### config.mk
export PLATFORM = sky130hd
export DESIGN_NAME = swu_read_ctrl
export DESIGN_NICKNAME = d
export VERILOG_FILES = /design/src/rtl/swu_pkg.sv /design/src/rtl/swu_win_counter.sv /design/src/rtl/swu_read_ctrl.sv
export SDC_FILE = /design/constraint.sdc
export NUM_CORES = 1
export LEC_CHECK = 0
export CAP_MARGIN = 20
export CORE_MARGIN = 4
export CORE_UTILIZATION = 49
export CTS_BUF_LIST = sky130_fd_sc_hd__clkbuf_4
export CTS_CLUSTER_DIAMETER = 100
export DETAILED_ROUTE_END_ITERATION = 6
export PLACE_DENSITY = 0.78
export SLEW_MARGIN = 10
export SYNTH_ARGS = -nofsm -noshare
export SYNTH_HDL_FRONTEND = slang
export SYNTH_SLANG_ARGS = --single-unit
### constraint.sdc
create_clock -name ap_clk -period 2.3 [get_ports ap_clk]
set_input_delay 0.46 -clock ap_clk [delete_from_list [all_inputs] [get_ports ap_clk]]
set_output_delay 0.46 -clock ap_clk [all_outputs]
set_load 0.1 [all_outputs]
### src/rtl/swu_pkg.sv
// Shared types and elaboration-time helpers for the sliding-window unit.
package swu_pkg;

  typedef enum logic [1:0] {
    IDLE  = 2'd0,
    RUN   = 2'd1,
    DRAIN = 2'd2
  } state_t;

  function automatic int ofm_dim(input int ifm_dim, input int k, input int stride);
    return (ifm_dim - k) / stride + 1;
  endfunction

  function automatic int clog2(input int value);
    int result;
    result = 0;
    while ((1 << result) < value) result++;
    return result;
  endfunction

endpackage

### src/rtl/swu_win_counter.sv
// Nested kx/ky/ox/oy window walker. Frame index and window base are kept as
// running sums so that no multiplier is needed.
module swu_win_counter
  import swu_pkg::*;
#(
  parameter int IFM_DIM = 8,
  parameter int K       = 3,
  parameter int STRIDE  = 1,
  parameter int IDX_W   = 7
) (
  input  logic             clk,
  input  logic             rst_n,
  input  logic             clear,
  input  logic             step,
  output logic [IDX_W-1:0] idx,
  output logic [IDX_W-1:0] base,
  output logic             window_last,
  output logic             frame_last
);

  localparam int OFM = ofm_dim(IFM_DIM, K, STRIDE);
  localparam int KW  = clog2(K + 1);
  localparam int OW  = clog2(OFM + 1);
  localparam logic [IDX_W-1:0] COL_STEP  = IDX_W'(STRIDE);
  localparam logic [IDX_W-1:0] LINE_STEP = IDX_W'(IFM_DIM);
  localparam logic [IDX_W-1:0] ROW_STEP  = IDX_W'(STRIDE * IFM_DIM);

  logic [KW-1:0]    kx_reg, ky_reg;
  logic [OW-1:0]    ox_reg, oy_reg;
  logic [IDX_W-1:0] row_base_reg, win_base_reg, line_base_reg, idx_reg;
  logic             kx_max, ky_max, ox_max, oy_max;

  assign kx_max = (kx_reg == KW'(K - 1));
  assign ky_max = (ky_reg == KW'(K - 1));
  assign ox_max = (ox_reg == OW'(OFM - 1));
  assign oy_max = (oy_reg == OW'(OFM - 1));

  always_ff @(posedge clk or negedge rst_n) begin
    if (!rst_n) begin
      kx_reg        <= '0;
      ky_reg        <= '0;
      ox_reg        <= '0;
      oy_reg        <= '0;
      row_base_reg  <= '0;
      win_base_reg  <= '0;
      line_base_reg <= '0;
      idx_reg       <= '0;
    end else if (clear) begin
      kx_reg        <= '0;
      ky_reg        <= '0;
      ox_reg        <= '0;
      oy_reg        <= '0;
      row_base_reg  <= '0;
      win_base_reg  <= '0;
      line_base_reg <= '0;
      idx_reg       <= '0;
    end else if (step) begin
      if (!kx_max) begin
        kx_reg  <= kx_reg + KW'(1);
        idx_reg <= idx_reg + IDX_W'(1);
      end else begin
        kx_reg <= '0;
        if (!ky_max) begin
          ky_reg        <= ky_reg + KW'(1);
          line_base_reg <= line_base_reg + LINE_STEP;
          idx_reg       <= line_base_reg + LINE_STEP;
        end else begin
          ky_reg <= '0;
          if (!ox_max) begin
            ox_reg        <= ox_reg + OW'(1);
            win_base_reg  <= win_base_reg + COL_STEP;
            line_base_reg <= win_base_reg + COL_STEP;
            idx_reg       <= win_base_reg + COL_STEP;
          end else begin
            ox_reg <= '0;
            if (!oy_max) begin
              oy_reg        <= oy_reg + OW'(1);
              row_base_reg  <= row_base_reg + ROW_STEP;
              win_base_reg  <= row_base_reg + ROW_STEP;
              line_base_reg <= row_base_reg + ROW_STEP;
              idx_reg       <= row_base_reg + ROW_STEP;
            end else begin
              oy_reg        <= '0;
              row_base_reg  <= '0;
              win_base_reg  <= '0;
              line_base_reg <= '0;
              idx_reg       <= '0;
            end
          end
        end
      end
    end
  end

  assign idx         = idx_reg;
  assign base        = win_base_reg;
  assign window_last = kx_max & ky_max;
  assign frame_last  = kx_max & ky_max & ox_max & oy_max;

endmodule

### src/rtl/swu_read_ctrl.sv
// Read side of the sliding-window unit: walks the windows of one frame out of
// the circular buffer and streams the two-stage read pipeline as AXI-Stream.
module swu_read_ctrl
  import swu_pkg::*;
#(
  parameter int ELEM_W  = 8,
  parameter int IFM_DIM = 8,
  parameter int K       = 3,
  parameter int STRIDE  = 1,
  parameter int DEPTH   = 64,
  parameter int ADDR_W  = 6,
  parameter int IDX_W   = 7
) (
  input  logic              ap_clk,
  input  logic              ap_rst_n,
  input  logic [IDX_W-1:0]  wr_count,
  output logic [IDX_W-1:0]  rd_low,
  output logic              frame_done,
  output logic [ADDR_W-1:0] addrB,
  output logic              enaB,
  output logic              enaB_q,
  input  logic [ELEM_W-1:0] doB,
  output logic [ELEM_W-1:0] m_axis_tdata,
  output logic              m_axis_tvalid,
  input  logic              m_axis_tready,
  output logic              m_axis_tlast
);

  localparam logic [IDX_W-1:0] ADDR_MASK = IDX_W'(DEPTH - 1);

  state_t           state_reg, state_next;
  logic             v1_reg, v2_reg, l1_reg, l2_reg;
  logic             advance, issue, step;
  logic [IDX_W-1:0] idx, base;
  logic             window_last, frame_last;

  // The final beat does not step the walker, so rd_low keeps protecting the
  // last window until the pipeline has drained.
  assign step = issue & ~frame_last;

  swu_win_counter #(
    .IFM_DIM(IFM_DIM),
    .K      (K),
    .STRIDE (STRIDE),
    .IDX_W  (IDX_W)
  ) u_win_counter (
    .clk        (ap_clk),
    .rst_n      (ap_rst_n),
    .clear      (frame_done),
    .step       (step),
    .idx        (idx),
    .base       (base),
    .window_last(window_last),
    .frame_last (frame_last)
  );

  assign advance = ~v2_reg | m_axis_tready;
  assign issue   = (state_reg == RUN) & (idx < wr_count) & advance;

  always_ff @(posedge ap_clk or negedge ap_rst_n) begin
    if (!ap_rst_n) state_reg <= IDLE;
    else           state_reg <= state_next;
  end

  always_comb begin
    state_next = state_reg;
    unique case (state_reg)
      IDLE:    if (wr_count != '0) state_next = RUN;
      RUN:     if (issue && frame_last) state_next = DRAIN;
      DRAIN:   if (!v1_reg && !v2_reg) state_next = IDLE;
      default: state_next = IDLE;
    endcase
  end

  always_comb begin
    enaB       = 1'b0;
    enaB_q     = 1'b0;
    frame_done = 1'b0;
    unique case (state_reg)
      RUN: begin
        enaB   = issue;
        enaB_q = advance;
      end
      DRAIN: begin
        enaB_q     = advance;
        frame_done = ~v1_reg & ~v2_reg;
      end
      default: ;
    endcase
  end

  // v1 shadows the buffer's internal read register, v2 its output register.
  always_ff @(posedge ap_clk or negedge ap_rst_n) begin
    if (!ap_rst_n) begin
      v1_reg <= 1'b0;
      v2_reg <= 1'b0;
      l1_reg <= 1'b0;
      l2_reg <= 1'b0;
    end else if (advance) begin
      v1_reg <= issue;
      l1_reg <= issue & window_last;
      v2_reg <= v1_reg;
      l2_reg <= l1_reg;
    end
  end

  assign addrB         = ADDR_W'(idx & ADDR_MASK);
  assign rd_low        = base;
  assign m_axis_tdata  = doB;
  assign m_axis_tvalid = v2_reg;
  assign m_axis_tlast  = l2_reg;

endmodule

==> summary.md <==
| Metric | Value |
|---|---|
| Core Footprint | 5473 sq um |
| Final setup violation count | 0 |
| Routability cong. | 0.8210 |
| Yosys top cell area share | 0.3989 |
| CP endpoint kind | output pin |
| Worst Skew | 0.006348 ns |
| Initial DRC count | approximately 150 |
| Worst-path clk slew | 0.13 ns |
| Reg-to-reg critical path endpoint | u_win_counter.base[0] |
| Clk sink count | 44 |
| Grt total ovfl | 0 |
| Syn_area_per_cell | 9.388 sq um |
| Netlist Area Pre-Place | between 2000 and 3000 sq um |
| Worst r2r path cells | 9 |
| Clk root buf | clkbuf_4 |
| Commonest cells in the netlist | dfrtp_1, nand2_1, a21oi_1 |
| Total GRT Usage | 0.1934 |
| Total vias in the final route | 2,291 |
| Synth Net Count | 326 |
| Die ar. | 6898 sq um |
| Final hold violation count | 0 |
| Ys flop type | dfrtp_1 |
| PnR Total Power | 4209 uW |
| Number of synthesized flops with an enable pin | 0 |
| WS Path Type | register to output pin |
| Synthesis-stage register bit count | 44 |
| Hold WS | 0.4980 ns |
| Fin crit period | around 2.2 ns |
| Longest Clk Path Bufs | 2 |
| Avg Vias per Cell | 5.561 |
| Most common cell in the netlist | dfrtp_1 |
| Reg2Reg Setup Slack | roughly 0.19 ns |
| Tcrit/Tclk final | 0.9675 |
| Worst VDD drop | 0.001011 V |
| Hold Crit Depth | 2 |
| Data required time of the worst path | 1.84 ns |
| Drt pass-1 iters | 4 |
| Worst setup margin | 0.07485 ns |
| Largest cells by area after synthesis | dfrtp_1, ha_1, a21oi_1 |
| CTS tree | yes |
| Total CTS buffers | 5 |
| Hold path startpoint | l1_reg |
| Area Growth Syn to Fin | 21.35% |
| Detailed placement HPWL | ~4700 microns |
| First-pass GRT wire length | ~11,000 microns |
| Final net count | 371 |
| PD cells | 1257 nW/um^2 |
| Pin count of the biggest net entering global routing | 30 |
| RSZ-0062 raised after global routing | yes |
| Final WL | about 6400 microns |
| Netlist cell types | 57 |
| FFs w/ async S/R, synth | 1.000 |
| Critical Path Start | u_win_counter.idx[4] |
| DP Area | between 3000 and 4000 sq um |
| Max-Cap Viols | 0 |
| Worst skew pair latency | approximately 0.36 ns |
| Rel. slew slack | 0.7455 |
| Vias in the first global route | 2,267 |
| Worst Path Max Fanout | 4 |
| Critical Path AT | around 1.8 ns |
| Fmax | 449.4 MHz |
| DIE HEIGHT | 83.06 microns |
| Initial antenna violation count | 0 |
| Die span in x | 83.06 microns |
| Htree depth | 2 |
| Worst Max-Slew Pin Slew | 0.3796 ns |
| Starting density of the core | 0.5043 |
| Final instance area | around 3300 sq um |
| Synth area leader | dfrtp_1 |
| Num ports | 44 |
| Crit path launch type | register |
| Residual DRC | 0 |
| Row count | 27 |
| Port bufs | 27 |
| Hold Path End | l1_reg |
| Antenna Violating Nets Remaining | 0 |
| Worst R2R Start | u_win_counter.idx[4] |
| Status | finished, final reports clean |
| Yosys Warn Count | 0 |
| Drt wl/cell | around 15 microns |
| Final Slew Violations | 0 |
| Pre-CTS setup slack | -0.3733 ns |
| HP Class | register to register |
| Fraction of layout cells with a size suffix above 1 | 0.3000 |
| Number of diodes | 0 |
| Sequential area share after synthesis | 0.3989 |
| Leakage | 0.001517 uW |
| Syn Inst Count | 294 |
## power by group
| group | switching (uW) | internal, uW | leakage, uW |
|---|---|---|---|
| logic | 1600 | 921 | 0.000929 |
| clock network | 263 | 227 | 0.0000412 |
| registers | 209 | 992 | 0.000547 |
| total | 2070 | 2140 | 0.00152 |
## cell families after synthesis
family,share of synthesized area
compound gates,0.1727
flops,0.3989
mux,0.02720
xor+xnor,0.04442
simple gates,0.2185
buf+inv,0.07480
fa+ha+maj,0.06346
## through the flow
stage          instances  TNS [ns]  utilization
2_1_floorplan        294         0            -
3_3_place_gp         396    -8.666       0.5750
3_5_place_dp         396    -9.720       0.5750
4_1_cts              407         0       0.6033
5_1_grt              412  -0.01817       0.6120
6_report             412         0       0.6120
## worst max-delay path, stage by stage (launching register included)
cell and delay (ns):
dfrtp_2 0.47, ha_4 0.23, a21oi_2 0.13, o2111ai_2 0.13, a21o_4 0.22, clkinv_4 0.06
buf_12 0.16
## timing repair
action | CTS | global route
endpoints found under the hold margin | 15 | 0
hold buffers | 1 | 0
setup endpoints to repair | 1 | 3
pin swaps | 6 | 1
buffers inserted | 2 | 5
resized for setup | 19 | 6
## layout make-up
| type | instances | area, sq um |
|---|---|---|
| timing repair buffer | 60 | 513.0 |
| sequential | 44 | 1106 |
| clock inverter | 3 | 42.54 |
| clock buffer | 5 | 37.54 |
| fill | 468 | 2123 |
| multi-input combinational | 218 | 1518 |
| inverter | 10 | 42.54 |
| tap | 72 | 90.09 |
## how the worst max path moves through the flow
stage | endpoint | slack [ns] | depth (start not counted)
floorplan | state_reg[0] | 0.0008 | 7
global placement | u_win_counter.idx[5] | -0.31 | 11
detailed placement | state_reg[0] | -0.37 | 10
CTS | enaB | 0.004 | 6
global route | enaB | -0.02 | 6
finish | enaB | 0.07 | 6
## routing by layer
metal	wire length [microns]	share of wire	up-vias	track usage
met4	66	0.010	0	0.04458
met5	0	0	-	0
met2	2973	0.47	57	0.3120
met3	321	0.050	7	0.05060
li1	-	-	1124	-
met1	3010	0.47	1103	0.2611
## layout by cell type (no fill, tap or decap), drive strengths merged, types with 3 or more instances in the layout
cell	synthesis	final
a211oi	7	7
a21oi	26	26
a31oi	4	4
and2	5	5
and3b	3	3
buf	20	51
clkbuf	2	5
clkinv	2	3
dfrtp	44	44
dlygate4sd2	0	6
ha	14	14
inv	8	8
mux2	4	4
mux2i	3	3
nand2	30	30
nand2b	5	5
nand3	15	15
nand3b	4	4
nor2	22	22
nor2b	6	6
nor3	8	8
o21a	4	4
o21ai	17	17
or3	3	3
xnor2	10	10
xor2	4	4
(Power assumes the default switching activity.)
